==> config.mk <==
export PLATFORM = sky130hd
export DESIGN_NAME = tdm_demux4
export DESIGN_NICKNAME = d
export VERILOG_FILES = /design/src/rtl/tdm_demux4.sv
export SDC_FILE = /design/constraint.sdc
export NUM_CORES = 1
export LEC_CHECK = 0
export ABC_AREA = 0
export CAP_MARGIN = 5
export CORE_UTILIZATION = 48
export DETAILED_ROUTE_END_ITERATION = 6
export GPL_TIMING_DRIVEN = 0
export PLACE_DENSITY_LB_ADDON = 0.15
export SETUP_SLACK_MARGIN = 0.3
export SLEW_MARGIN = 10
export SYNTH_ARGS = -nofsm -noshare
export SYNTH_HDL_FRONTEND = slang
export SYNTH_SLANG_ARGS = --single-unit
==> constraint.sdc <==
create_clock -name clk -period 1.2 [get_ports clk]
set_input_delay 0.24 -clock clk [delete_from_list [all_inputs] [get_ports clk]]
set_output_delay 0.24 -clock clk [all_outputs]
set_load 0.1 [all_outputs]
==> src/rtl/tdm_demux4.sv <==
// rtl/tdm_demux4.sv - 4-slot TDM demultiplexer with sync tracking and framing-error detection
module tdm_demux4 #(
  parameter int W      = 1,
  parameter bit STRICT = 1'b1
) (
  input  logic         clk,
  input  logic         rst,
  input  logic [W-1:0] din,
  input  logic         din_valid,
  input  logic         sync,
  output logic [W-1:0] ch0,
  output logic [W-1:0] ch1,
  output logic [W-1:0] ch2,
  output logic [W-1:0] ch3,
  output logic         frame_valid,
  output logic         locked,
  output logic         sync_err,
  output logic [1:0]   slot
);

  typedef enum logic {
    HUNT   = 1'b0,
    LOCKED = 1'b1
  } state_t;

  state_t       state;
  logic [W-1:0] sh0;
  logic [W-1:0] sh1;
  logic [W-1:0] sh2;

  always_ff @(posedge clk) begin
    if (rst) begin
      state       <= HUNT;
      slot        <= 2'd0;
      locked      <= 1'b0;
      ch0         <= '0;
      ch1         <= '0;
      ch2         <= '0;
      ch3         <= '0;
      sh0         <= '0;
      sh1         <= '0;
      sh2         <= '0;
      frame_valid <= 1'b0;
      sync_err    <= 1'b0;
    end else begin
      frame_valid <= 1'b0;
      sync_err    <= 1'b0;
      if (din_valid) begin
        case (state)
          HUNT: begin
            if (sync) begin
              sh0    <= din;
              slot   <= 2'd1;
              state  <= LOCKED;
              locked <= 1'b1;
            end
          end
          LOCKED: begin
            if (sync) begin
              // Sync always restarts the frame; off slot 0 the partial frame is dropped.
              sh0  <= din;
              slot <= 2'd1;
              if (slot != 2'd0) sync_err <= 1'b1;
            end else begin
              case (slot)
                2'd0: begin
                  if (STRICT) begin
                    sync_err <= 1'b1;
                    state    <= HUNT;
                    locked   <= 1'b0;
                    slot     <= 2'd0;
                  end else begin
                    sh0  <= din;
                    slot <= 2'd1;
                  end
                end
                2'd1: begin
                  sh1  <= din;
                  slot <= 2'd2;
                end
                2'd2: begin
                  sh2  <= din;
                  slot <= 2'd3;
                end
                default: begin
                  ch0         <= sh0;
                  ch1         <= sh1;
                  ch2         <= sh2;
                  ch3         <= din;
                  frame_valid <= 1'b1;
                  slot        <= 2'd0;
                end
              endcase
            end
          end
          default: begin
            state  <= HUNT;
            locked <= 1'b0;
            slot   <= 2'd0;
          end
        endcase
      end
    end
  end

endmodule

# Word-level counts from Yosys, hierarchy flattened
# Cells that the tools add are included.
dict set report totals {
  regBits 13
  in_bits 5
  wordCells 49
  output_inout_bits 9
}
dict set report classes {
  bitwise_logic 4
  muxes 17
  reduce_logical 11
  n_eq_ne 5
}
# cell count
set op_table {}
lappend op_table {{$reduce_and A4 Y1} 4}
lappend op_table {{$mux W1} 11}
lappend op_table {{$pmux W2 S2} 2}
lappend op_table {{$reduce_or A3 Y1} 2}
lappend op_table {{$mux W2} 2}
lappend op_table {{$ne A2 B2 Y1 const B} 2}
lappend op_table {{$not A1 Y1} 4}
lappend op_table {{$pmux W1 S2} 2}
lappend op_table {{$reduce_and A2 Y1} 2}
lappend op_table {{$reduce_or A4 Y1} 1}
lappend op_table {{$eq A2 B1 Y1 const B} 1}
lappend op_table {{$eq A2 B2 Y1 const B} 1}
lappend op_table {{$logic_not A2 Y1} 1}
lappend op_table {{$ne A2 B1 Y1 const B} 1}
lappend op_table {{$reduce_bool A2 Y1} 1}

# Depth between registers and ports, before layout
# Gate-level depths: netlist of run 1.
dict set report logic_depth {
  word_depth 4
  depth_mapped 4
  ltp_nobuf 4
}

# Least setup slack after synthesis of run 1
# OpenSTA, ideal clock, no wires.
dict set report synth_timing {
  path_kind {reg-to-reg}
  start {register slot[0]}
  end {register sync_err}
  stages_incl_launch_ff 5
  setup_ns 0.078
  path_buffers 0
  slack_ns -0.733
  required_time_ns 1.122
  synth_period_minus_slack_ns 1.933
  t_arrival_ns 1.855
  cell_sequence {dfxtp_1 inv_1 ha_1 ha_1 nor3_1}
}
dict set report synth_between {
  elab_chain_len 3
  word_cells_on_any_way 5
  cone_classes {mux: 3; reduce/logical: 2}
}
# element line_no
set synth_lines {}
lappend synth_lines {{start: declaration} 18} ;# output logic [1:0] slot
lappend synth_lines {{start signal: assignment} 34} ;# slot <= 2'd0;
lappend synth_lines {{start signal: assignment} 53} ;# slot <= 2'd1;
lappend synth_lines {{start signal: assignment} 62} ;# slot <= 2'd1;
lappend synth_lines {{$logic_not A2 Y1 or $reduce_bool A2 Y1 (tied branches)} {65, 63}}
lappend synth_lines {{$mux W1 (on tied branches)} {65, 63}}
lappend synth_lines {{$mux W1 (*)} 59} ;# if (sync) begin
lappend synth_lines {{end signal: assignment} 47} ;# sync_err <= 1'b0;
lappend synth_lines {{end signal: assignment} 63} ;# if (slot != 2'd0) sync_err <= 1'b1;
lappend synth_lines {{end signal: assignment} 68} ;# sync_err <= 1'b1;
lappend synth_lines {{end: declaration} 17} ;# output logic sync_err,
# Mark *: on every way between the ends. The rest lies on a longest branch, timed or not.
# A chain may end at the register's enable or synchronous reset.

# Final worst setup path of run 1
dict set report layout_timing {
  start {register slot[1]}
  end {register locked}
}
dict set report layout_between {
  elab_chain_len 3
}
# element line_no
set layout_lines {}
lappend layout_lines {{$logic_not A2 Y1} 65} ;# case (slot)
lappend layout_lines {{$ne A2 B1 Y1 (no line)} n/a}
lappend layout_lines {{$reduce_and A4 Y1 (no line)} n/a}
lappend layout_lines {{end signal: assignment} 55} ;# locked <= 1'b1;
lappend layout_lines {{end signal: assignment} 70} ;# locked <= 1'b0;
lappend layout_lines {{end signal: assignment} 98} ;# locked <= 1'b0;
lappend layout_lines {{end: declaration} 16} ;# output logic locked,
# No other way between the ends.

==> results by group, run 1 <==
STA
  – Rel. slew slack: 0.839
  – Final Hold Fails: 0
  – Final worst path period share: 0.935
  – Actual slew at the worst max-slew pin: between 0.2 and 0.25 ns
  – RSZ-0062 raised after global routing: yes
  – Fmax: between 800 and 900 MHz
  – Crit path time final: about 1.1 ns
  – Max Slew Vio Count: 0
  – Clock Skew: 0.00670 ns
  – Setup violations, final: 0

Yosys
  – Cell taking the most area after synthesis: dfxtp_1
  – Post-Syn Area: a little under 700 sq um
  – Sequential fraction of the synthesis area: 0.387
  – Seq cells post-synth: 13
  – Avg Cell Area, Syn: between 10 and 15 sq um
  – Synth Instances: 61
  – Netlist cell types: 25
  – YS warnings: 0
  – Syn nets: 71
  – Largest cells by area after synthesis: dfxtp_1 39%, ha_1 9.3%, mux2i_1 8.9%
  – Post-synth top area share: 0.387

Layout
  – Finished Layout Cells: roughly 100
  – N_diodes: 0
  – Final #Nets: about 100
  – Most common cell after layout, fill and taps aside: buf_12
  – Commonest non-fill, non-tap cells in the layout: 9 x buf_12, 8 x nand2b_1, 6 x mux2i_1, 6 x dfxtp_2
  – # fillers: 70
  – Final Cell Area: ~1100 sq um
  – Share of cells above drive strength 1: 0.557
  – Area Overhead vs Synth: 65.4%

Setup path
  – R2R Path End: locked$_SDFFE_PP0P_
  – Critical path endpoint: locked$_SDFFE_PP0P_
  – CP max FO: 5
  – CP Data Required Time: approximately 1.4 ns
  – WP data arrival: about 1.3 ns
  – R2R Setup Slk: about 0.078 ns
  – Setup crit end kind: flip-flop
  – Critical path origin: slot[1]$_SDFFE_PP0P_
  – CP Class: flip-flop to flip-flop
  – Worst r2r path cells: 4
  – Worst setup SP type: flip-flop
  – RR Startpoint: slot[1]$_SDFFE_PP0P_

Routing
  – DRC violations left: 0
  – Final wirelength: between 1500 and 2000 um
  – Vias per inst: 5.45
  – Via Count: between 500 and 600
  – DRT Pass-1 Iters: 3
  – DR iter-0 viols: 10
  – Routed wire per std cell: ~16 um
  – Final ANT Viol Nets: 0

Floorplanning
  – IO Pins: 14
  – Die Y: roughly 40 um
  – Die Wd: approximately 39 um
  – Row count: 13
  – DIE AREA: 1560 sq um
  – Core area: about 1300 sq um
  – Starting Density: 0.517

Global routing
  – Overall Global Routing Usage: 0.248
  – Grt total ovfl: 0
  – Antenna violations before repair: 0
  – Number of global-route vias before repair: between 500 and 600
  – Grt met2 use: 0.443
  – Largest net degree at the start of global routing: 11
  – Busiest grt layer: met2
  – First-pass GRT wire length: approximately 2500 um
  – M3 GR Usage: 0.0909
  – GRT met1 Usage: 0.286

Pwr
  – Power per Cell Area: 846 nW/um^2
  – Pleak: between 0.4 and 0.5 nW
  – Maximum vdd drop: roughly 0.00070 V

Worst hold path
  – Worst Hold Launch: sh2$_SDFFE_PP0P_
  – Hold path depth: 2
  – Hold Crit Class: flip-flop to flip-flop

Clocking
  – Hold_buf cts: 0
  – CTS tree: yes
  – CTS sink count: 13
  – Clock root cell: clkbuf_4
  – Clock-pin transition on the worst setup and hold timing paths: around 0.080 ns
  – Cts bufs inserted: 3
  – Max H-tree Level: 1
  – Worst-Skew Late Latency: 0.28 ns
  – CTS Buffer Depth: 2

Place
  – Routability Congestion: around 0.69
  – Inst Count DP: 89
  – IO buf count: 13
  – Placed wire-length estimate: roughly 960 um
  – Placed Instance Area: just under 900 sq um

Run status
  – Status: finished, final reports clean

Run
  – MaxCap Viol Count: 0
## critical path, stage by stage, from the launching register on
cell	delay [ns]
dfxtp_4	0.41
inv_4	0.06
ha_4	0.15
and4b_2	0.22
a2111oi_4	0.19
## synthesized netlist by cell type, drive strengths merged
cell type and instances:
a311oi 1, a211oi 1, nand2 1, nand3 1, buf 4, nor3 1, a2111oi 1, a32o 1
and4bb 2, a21bo 1, nor2 1, a21oi 3, nand4b 3, mux2i 6, and4b 2, inv 5
nand2b 8, dfxtp 13, o21ai 1, ha 5
## state kept, by name (all words and copies together), names as in the netlist
register / cells
state: 1
sh1: 1
ch2: 1
sh0: 1
ch1: 1
frame_valid: 1
ch3: 1
slot: 2
sh2: 1
ch0: 1
sync_err: 1
locked: 1
## layout make-up
cell class / instances / area [sq um] / area share
flip-flops and latches: 13 / 283 / 0.254
well taps: 15 / 18.8 / 0.0169
multi-input cells: 39 / 402 / 0.361
inverters: 5 / 23.8 / 0.0213
clock buffers: 4 / 26.3 / 0.0236
repair buffers: 23 / 312 / 0.280
plain buffers: 4 / 48.8 / 0.0438
## kinds of logic after synthesis
kind of cell / count (synthesis) / synth area share
AO/OA/AOI/OAI: 9 / 0.119
adder cells (fa/ha/maj): 5 / 0.0929
flip-flops: 13 / 0.387
AND/OR/NAND/NOR: 19 / 0.232
buffers and inverters: 9 / 0.0799
multiplexers: 6 / 0.0892
## per-stage QoR
stage	total power [W]	TNS, ns	utilization	setup WS (ns)	hold WS, ns
after floorplan	0.000579	-0.236	-	-0.0616	0.387
after global placement	0.000622	-6.68	0.667	-0.552	0.451
after detailed placement	0.000625	-6.87	0.667	-0.549	0.458
after CTS	0.000924	0	0.828	0.0851	0.469
after global routing	0.000978	0	0.856	0.0504	0.526
final	0.000942	0	0.856	0.0775	0.502
## power breakdown
group | total [W] | switching [W] | internal (W)
combinational | 0.000222 | 0.000117 | 0.000105
sequential | 0.000454 | 0.0000165 | 0.000437
clock | 0.000267 | 0.000138 | 0.000129
total | 0.000942 | 0.000271 | 0.000672
## timing repair
action,CTS,global route
cloned,2,1
endpoints found under the setup margin,22,21
resized for setup,92,3
pin swaps,2,1
setup buffers,7,0
## layer usage
layer	vias to the layer above	routed length [um]
met4	0	0
met5	-	0
li1	274	-
met2	13	906
met1	274	711
met3	0	66
## worst min path at each step
stage | to | slack (ns)
2_1_floorplan | sh0$_SDFFE_PP0P_ | 0.39
3_3_place_gp | ch0$_SDFFE_PP0P_ | 0.45
3_5_place_dp | ch0$_SDFFE_PP0P_ | 0.46
4_1_cts | ch0$_SDFFE_PP0P_ | 0.47
5_1_grt | ch0$_SDFFE_PP0P_ | 0.53
6_report | ch2$_SDFFE_PP0P_ | 0.50
No activity file was read; power rests on OpenSTA's default activity.
==> run 2, diff against run 1 <==
--- a/config.mk
+++ b/config.mk
@@ -7,7 +7,9 @@
 export LEC_CHECK = 0
 export ABC_AREA = 0
 export CAP_MARGIN = 5
-export CORE_UTILIZATION = 48
+export CORE_ASPECT_RATIO = 0.6
+export CORE_MARGIN = 4
+export CORE_UTILIZATION = 30
 export DETAILED_ROUTE_END_ITERATION = 6
 export GPL_TIMING_DRIVEN = 0
 export PLACE_DENSITY_LB_ADDON = 0.15
==> run 2 against run 1 <==
Net effect:
- global-route usage fell by 14 points
- register-to-register slack improved by 0.02 ns
- die area rose by 99%
- maximum frequency rose by 2.3%
- clock-buffer cell count did not move
- worst hold slack got worse by 0.038 ns
- worst setup slack improved by 0.025 ns
- total power rose by 11%
- flip-flop and latch count did not move
- non-clock buffer count fell by 2
- critical path type unchanged
==> results by group, run 2 (synthesis results as in run 1) <==
Layout
  – Final #Nets: 97 (-2.0%)
  – Finished Layout Cells: 114 (+11%)
  – Final core utilization: 0.558 (-0.298)
  – Commonest non-fill, non-tap cells in the layout: 9 x buf_12, 8 x nand2b_1, 7 x dfxtp_2
  – Share of cells above drive strength 1: 0.558 (+0.00132)
  – N_diodes: 0 (unchanged)
  – Max FFs per register: 2 (unchanged)
  – Largest Register: slot
  – Most common cell after layout, fill and taps aside: buf_12
  – Area Overhead vs Synth: 64.3%

Global routing
  – Grt total ovfl: 0 (unchanged)
  – Number of global-route vias before repair: 537 (-0.92%)
  – First-pass GRT wire length: 2550 um (+0.83%)
  – Overall Global Routing Usage: 0.110 (-0.138)
  – Antenna violations before repair: 0 (unchanged)
  – Largest net degree at the start of global routing: 11 (unchanged)

Pwr
  – Clk pwr share: 0.366 (+0.083)
  – Pleak: 0.461 nW (-2.5%)
  – Switching Share: 0.263 (-0.0248)
  – Power per Cell Area: 945 nW/um^2 (+12%)
  – Comb pwr share: 0.199 (-0.037)
  – Maximum vdd drop: 0.000723 V (+3.8%)
  – P_sw: 0.000275 W (+1.4%)
  – Sequential share of power: 0.435 (-0.046)
  – Power Internal: 0.000771 W (+15%)

Setup path
  – CP max FO: 4 (-1)
  – RR Startpoint: slot[0]$_SDFFE_PP0P_
  – CP Class: flip-flop to flip-flop
  – WP data arrival: 1.23 ns (-0.07 ns)
  – R2R Path End: locked$_SDFFE_PP0P_
  – Worst r2r path cells: 4 (unchanged)
  – R2R Setup Slk: 0.10 ns (+0.02 ns)
  – CP Data Required Time: 1.34 ns (-0.03 ns)
  – Worst setup SP type: flip-flop
  – Setup crit end kind: flip-flop

STA
  – Final worst path period share: 0.915 (-0.0206)
  – Max Slew Vio Count: 0 (unchanged)
  – RSZ-0062 raised after global routing: yes
  – Rel. slew slack: 0.854 (+0.0151)
  – Setup violations, final: 0 (unchanged)
  – Fmax: 911 MHz (+2.3%)
  – Clock Skew: 0.000768 ns (-0.00593 ns)
  – Setup TNS: 0 ns (unchanged)
  – Crit path time final: 1.10 ns (-0.0247 ns)
  – Final Hold Fails: 0 (unchanged)
  – Actual slew at the worst max-slew pin: 0.218 ns (-0.0241 ns)

Floorplanning
  – DIE AREA: 3090 sq um (+99%)
  – Row count: 12 (-1)
  – Die Y: 44.7 um (+13%)
  – Starting Density: 0.340 (-0.178)
  – Die Wd: 69.2 um (+75%)
  – IO Pins: 14 (unchanged)
  – Core area: 1980 sq um (+52%)

Routing
  – Final ANT Viol Nets: 0 (unchanged)
  – Final wirelength: 1510 um (-10%)
  – Via Count: 523 (-6.8%)
  – DRT Pass-1 Iters: 4 (+1)
  – DRC violations left: 0 (unchanged)
  – Vias per inst: 4.59 (-16%)
  – Routed wire per std cell: 13.3 um (-19%)
  – DR iter-0 viols: 6 (-4)

Worst hold path
  – Worst Hold Launch: sh0$_SDFFE_PP0P_
  – Worst Hold Path EP: ch0$_SDFFE_PP0P_
  – Hold path depth: 2 (unchanged)
  – Hold Crit Class: flip-flop to flip-flop

Clocking
  – Worst-Skew Late Latency: 0.24 ns (-0.04 ns)
  – Max H-tree Level: 1 (unchanged)
  – CTS tree: yes
  – Clock-pin transition on the worst setup and hold timing paths: 0.05 ns (-0.03 ns)
  – CTS sink count: 13 (unchanged)
  – Cts bufs inserted: 3 (unchanged)
  – Clock root cell: clkbuf_8
  – Hold_buf cts: 0 (unchanged)
  – CTS Buffer Depth: 2 (unchanged)

Place
  – IO buf count: 13 (unchanged)
  – Routability Congestion: 0.670 (-2.3%)
  – Inst Count DP: 102 (+15%)
  – Placed wire-length estimate: 1010 um (+5.2%)

Run
  – MaxCap Viol Count: 0 (unchanged)

Run status
  – Status: finished, final reports clean
==> run 2: changes by cell type in the layout (fill, tap and decap cells not counted), sizes merged <==
cell	previous run	this run
buf	22	21
dlygate4sd2	3	2
==> run 2: cell type report <==
class	instances	area, sq um
timing repair buffer	21	282
fill	191	876
sequential	13	280
clock buffer	4	45.0
buffer	4	41.3
inverter	5	23.8
multi-input combinational	39	399
tap	28	35.0
==> run 2: what timing repair did <==
action	4_1_cts	5_1_grt
endpoints found under the setup margin	22	22
cloned	1	0
pin swaps	5	4
gates resized for setup	89	3
setup buffers	6	1
==> run 2: worst max-delay path by stage <==
| stage | startpoint | end | slack, ns | depth (start not counted) |
|---|---|---|---|---|
| 2_1_floorplan | slot[0]$_SDFFE_PP0P_ | locked$_SDFFE_PP0P_ | -0.06 | 4 |
| 3_3_place_gp | slot[1]$_SDFFE_PP0P_ | slot[1] | -0.56 | 1 |
| 3_5_place_dp | slot[1]$_SDFFE_PP0P_ | slot[1] | -0.56 | 1 |
| 4_1_cts | slot[0]$_SDFFE_PP0P_ | locked$_SDFFE_PP0P_ | 0.08 | 4 |
| 5_1_grt | slot[1]$_SDFFE_PP0P_ | locked$_SDFFE_PP0P_ | 0.05 | 4 |
| 6_report | slot[0]$_SDFFE_PP0P_ | locked$_SDFFE_PP0P_ | 0.10 | 4 |
==> run 2: worst max-delay path, stage by stage, from the launching register on <==
cell and delay [ns]:
dfxtp_4 0.40, inv_4 0.06, ha_4 0.16, and4b_2 0.22, a2111oi_4 0.17
==> run 2: routing by layer <==
layer  part of all wire  track usage  vias up
li1                   -            -      268
met4             0.0040       0.0233        0
met3              0.054       0.0622        2
met5                  0            0        -
met1               0.49        0.123      244
met2               0.45        0.188        9
==> run 2: through the flow <==
step | hold slack [ns] | total power [W] | setup WS (ns) | area [sq um]
5_1_grt | 0.476 | 0.00111 | 0.0531 | 1110
3_5_place_dp | 0.455 | 0.000627 | -0.564 | 885
6_report | 0.464 | 0.00105 | 0.102 | 1110
4_1_cts | 0.464 | 0.00105 | 0.0805 | 1090
3_3_place_gp | 0.458 | 0.000626 | -0.562 | 885
2_1_floorplan | 0.387 | 0.000579 | -0.0616 | 719
==> run 2: power groups by stage <==
stage	Sequential (W)	Combinational, W	Clock [W]
3_5_place_dp	0.000461	0.000166	0
4_1_cts	0.000455	0.000202	0.000398
3_3_place_gp	0.000462	0.000164	0
6_report	0.000455	0.000208	0.000383
5_1_grt	0.000457	0.000223	0.000426
2_1_floorplan	0.000505	0.0000744	0
==> run 3, diff against run 2 <==
--- a/config.mk
+++ b/config.mk
@@ -7,13 +7,13 @@
 export LEC_CHECK = 0
 export ABC_AREA = 0
 export CAP_MARGIN = 5
-export CORE_ASPECT_RATIO = 0.6
-export CORE_MARGIN = 4
-export CORE_UTILIZATION = 30
+export CORE_MARGIN = 5
+export CORE_UTILIZATION = 48
 export DETAILED_ROUTE_END_ITERATION = 6
 export GPL_TIMING_DRIVEN = 0
 export PLACE_DENSITY_LB_ADDON = 0.15
 export SETUP_SLACK_MARGIN = 0.3
+export SKIP_CTS_REPAIR_TIMING = 1
 export SLEW_MARGIN = 10
 export SYNTH_ARGS = -nofsm -noshare
 export SYNTH_HDL_FRONTEND = slang
==> run 3 against run 2 <==
Net effect:
- cell area decreased by 0.68%
- clock-buffer cell count is the same
- sequential power hardly changed
- worst hold slack got worse by 0.045 ns
- flip-flop and latch count stayed put
- clock skew increased by 0.0032 ns
- register-to-register slack worse by 0.02 ns
- global-route usage rose by 3.1 points
- clock power decreased by 26%
- maximum frequency down 2.2%
- wire length up 2.6%
- total power shrank 8.7%
==> results by group, run 3 (synthesis results as in run 1) <==
STA
  – Final Hold Fails: 0 (unchanged)
  – Max Slew Vio Count: 0 (unchanged)
  – Setup TNS: 0 ns (unchanged)
  – Final worst slack: 0.0776 ns (-0.0247 ns)
  – Final worst path period share: 0.935 (+0.0205)
  – RSZ-0062 raised after global routing: yes
  – Hold_ws: 0.420 ns (-0.0447 ns)
  – Fmax: 891 MHz (-2.2%)
  – Actual slew at the worst max-slew pin: 0.245 ns (+0.0279 ns)
  – Setup violations, final: 0 (unchanged)
  – Crit path time final: 1.12 ns (+0.0247 ns)
  – Clock Skew: 0.00392 ns (+0.00315 ns)
  – Rel. slew slack: 0.836 (-0.0179)

Global routing
  – First-pass GRT wire length: 2200 um (-14%)
  – Overall Global Routing Usage: 0.140 (+0.0305)
  – Number of global-route vias before repair: 478 (-11%)
  – Antenna violations before repair: 0 (unchanged)
  – Grt total ovfl: 0 (unchanged)
  – Largest net degree at the start of global routing: 11 (unchanged)

Worst hold path
  – Hold Crit Class: input port to flip-flop
  – Worst Hold Launch: rst

Clocking
  – Clock root cell: clkbuf_4
  – CTS Buffer Depth: 2 (unchanged)
  – CTS sink count: 13 (unchanged)
  – CTS tree: yes
  – Worst-Skew Late Latency: 0.28 ns (+0.04 ns)
  – Clock-pin transition on the worst setup and hold timing paths: 0.09 ns (+0.04 ns)
  – Max H-tree Level: 1 (unchanged)
  – Cts bufs inserted: 3 (unchanged)

Run status
  – Status: finished, final reports clean

Setup path
  – WP data arrival: 0.88 ns (-0.35 ns)
  – CP Class: flip-flop to primary output
  – Top cell family by delay on the critical path: flip-flops
  – Worst path max stage delay: 0.42 ns (+0.02 ns)
  – Worst setup SP type: flip-flop
  – RR Startpoint: slot[1]$_SDFFE_PP0P_
  – Critical path origin: slot[1]$_SDFFE_PP0P_
  – Slowest-stage cell, CP: dfxtp_4
  – Buf/Inv on CP: 1 (unchanged)
  – CP Data Required Time: 0.96 ns (-0.38 ns)
  – Worst path cell trace: buf_12
  – Setup crit end kind: primary output
  – CP max FO: 5 (+1)

Layout
  – # fillers: 82 (-57%)
  – Area Overhead vs Synth: 63.2%
  – Most common cell after layout, fill and taps aside: buf_12
  – N_diodes: 0 (unchanged)
  – Commonest non-fill, non-tap cells in the layout: 9 x buf_12, 8 x nand2b_1, 7 x dfxtp_2
  – Max FFs per register: 2 (unchanged)
  – Final #Nets: 95 (-2.1%)
  – Largest Register: slot
  – Share of cells above drive strength 1: 0.571 (+0.0133)

Routing
  – DRT Pass-1 Iters: 4 (unchanged)
  – Final ANT Viol Nets: 0 (unchanged)
  – DRC violations left: 0 (unchanged)
  – Vias per inst: 5.32 (+16%)
  – Routed wire per std cell: 15.7 um (+18%)
  – Via Count: 527 (+0.76%)
  – DR iter-0 viols: 2 (-4)
  – Final wirelength: 1550 um (+2.6%)

Run
  – MaxCap Viol Count: 0 (unchanged)

Floorplanning
  – Core area: 1320 sq um (-34%)
  – Die Wd: 47.5 um (-31%)
  – IO Pins: 14 (unchanged)
  – Row count: 13 (+1)
  – Starting Density: 0.511 (+0.171)
  – Die Y: 47.5 um (+6.2%)
  – DIE AREA: 2250 sq um (-27%)

Pwr
  – Power per Cell Area: 869 nW/um^2 (-8.1%)
  – Pleak: 0.473 nW (+2.6%)
  – Maximum vdd drop: 0.000756 V (+4.6%)

Place
  – Routability Congestion: 0.722 (+7.8%)
  – Placed wire-length estimate: 928 um (-7.9%)
  – IO buf count: 13 (unchanged)
  – Dpl ws: -0.553 ns (+0.0106 ns)
run 3: cell count changes in the layout (fill, tap and decap cells not counted), moves of 2 or more:
cell,previous run,this run
dlygate4sd2_1,2,0
dlymetal6s2s_1,0,3
clkbuf_8,3,0
clkbuf_4,0,3
buf_4,6,4
run 3: cell type report:
| cell class | count | area, sq um | area share |
|---|---|---|---|
| Buffer | 4 | 48.8 | 0.0444 |
| Multi-Input combinational cell | 39 | 413 | 0.376 |
| Inverter | 5 | 23.8 | 0.0216 |
| Timing Repair Buffer | 19 | 288 | 0.262 |
| Tap cell | 15 | 18.8 | 0.0171 |
| Clock buffer | 4 | 26.3 | 0.0239 |
| Sequential cell | 13 | 280 | 0.255 |
run 3: power breakdown:
part	leakage [nW]	total [W]	internal, W	switching [W]
Clock	0.0150	0.000283	0.000129	0.000154
Combinational	0.347	0.000215	0.000103	0.000112
Sequential	0.111	0.000457	0.000440	0.0000175
run 3: final timing paths:
check,end,slack [ns],cells after the start
worst max register to register,locked$_SDFFE_PP0P_,0.08,4
worst max-delay path,slot[1],0.08,1
worst min register to register,ch2$_SDFFE_PP0P_,0.48,2
worst min-delay path,ch0$_SDFFE_PP0P_,0.42,3
run 3: per-stage QoR:
| stage | power (W) | utilization | std cells | cell area (sq um) |
|---|---|---|---|---|
| 2_1_floorplan | 0.000579 | - | 61 | 719 |
| 3_3_place_gp | 0.000622 | 0.659 | 89 | 868 |
| 3_5_place_dp | 0.000624 | 0.659 | 89 | 868 |
| 4_1_cts | 0.000898 | 0.679 | 93 | 895 |
| 5_1_grt | 0.00100 | 0.834 | 99 | 1100 |
| 6_report | 0.000955 | 0.834 | 99 | 1100 |
run 3: per-layer routing:
layer	track usage	part of all wire	wire length [um]
met3	0.0338	0.052	81
met1	0.200	0.44	679
met4	0.0663	0.0097	15
met5	0	0	0
met2	0.198	0.50	774
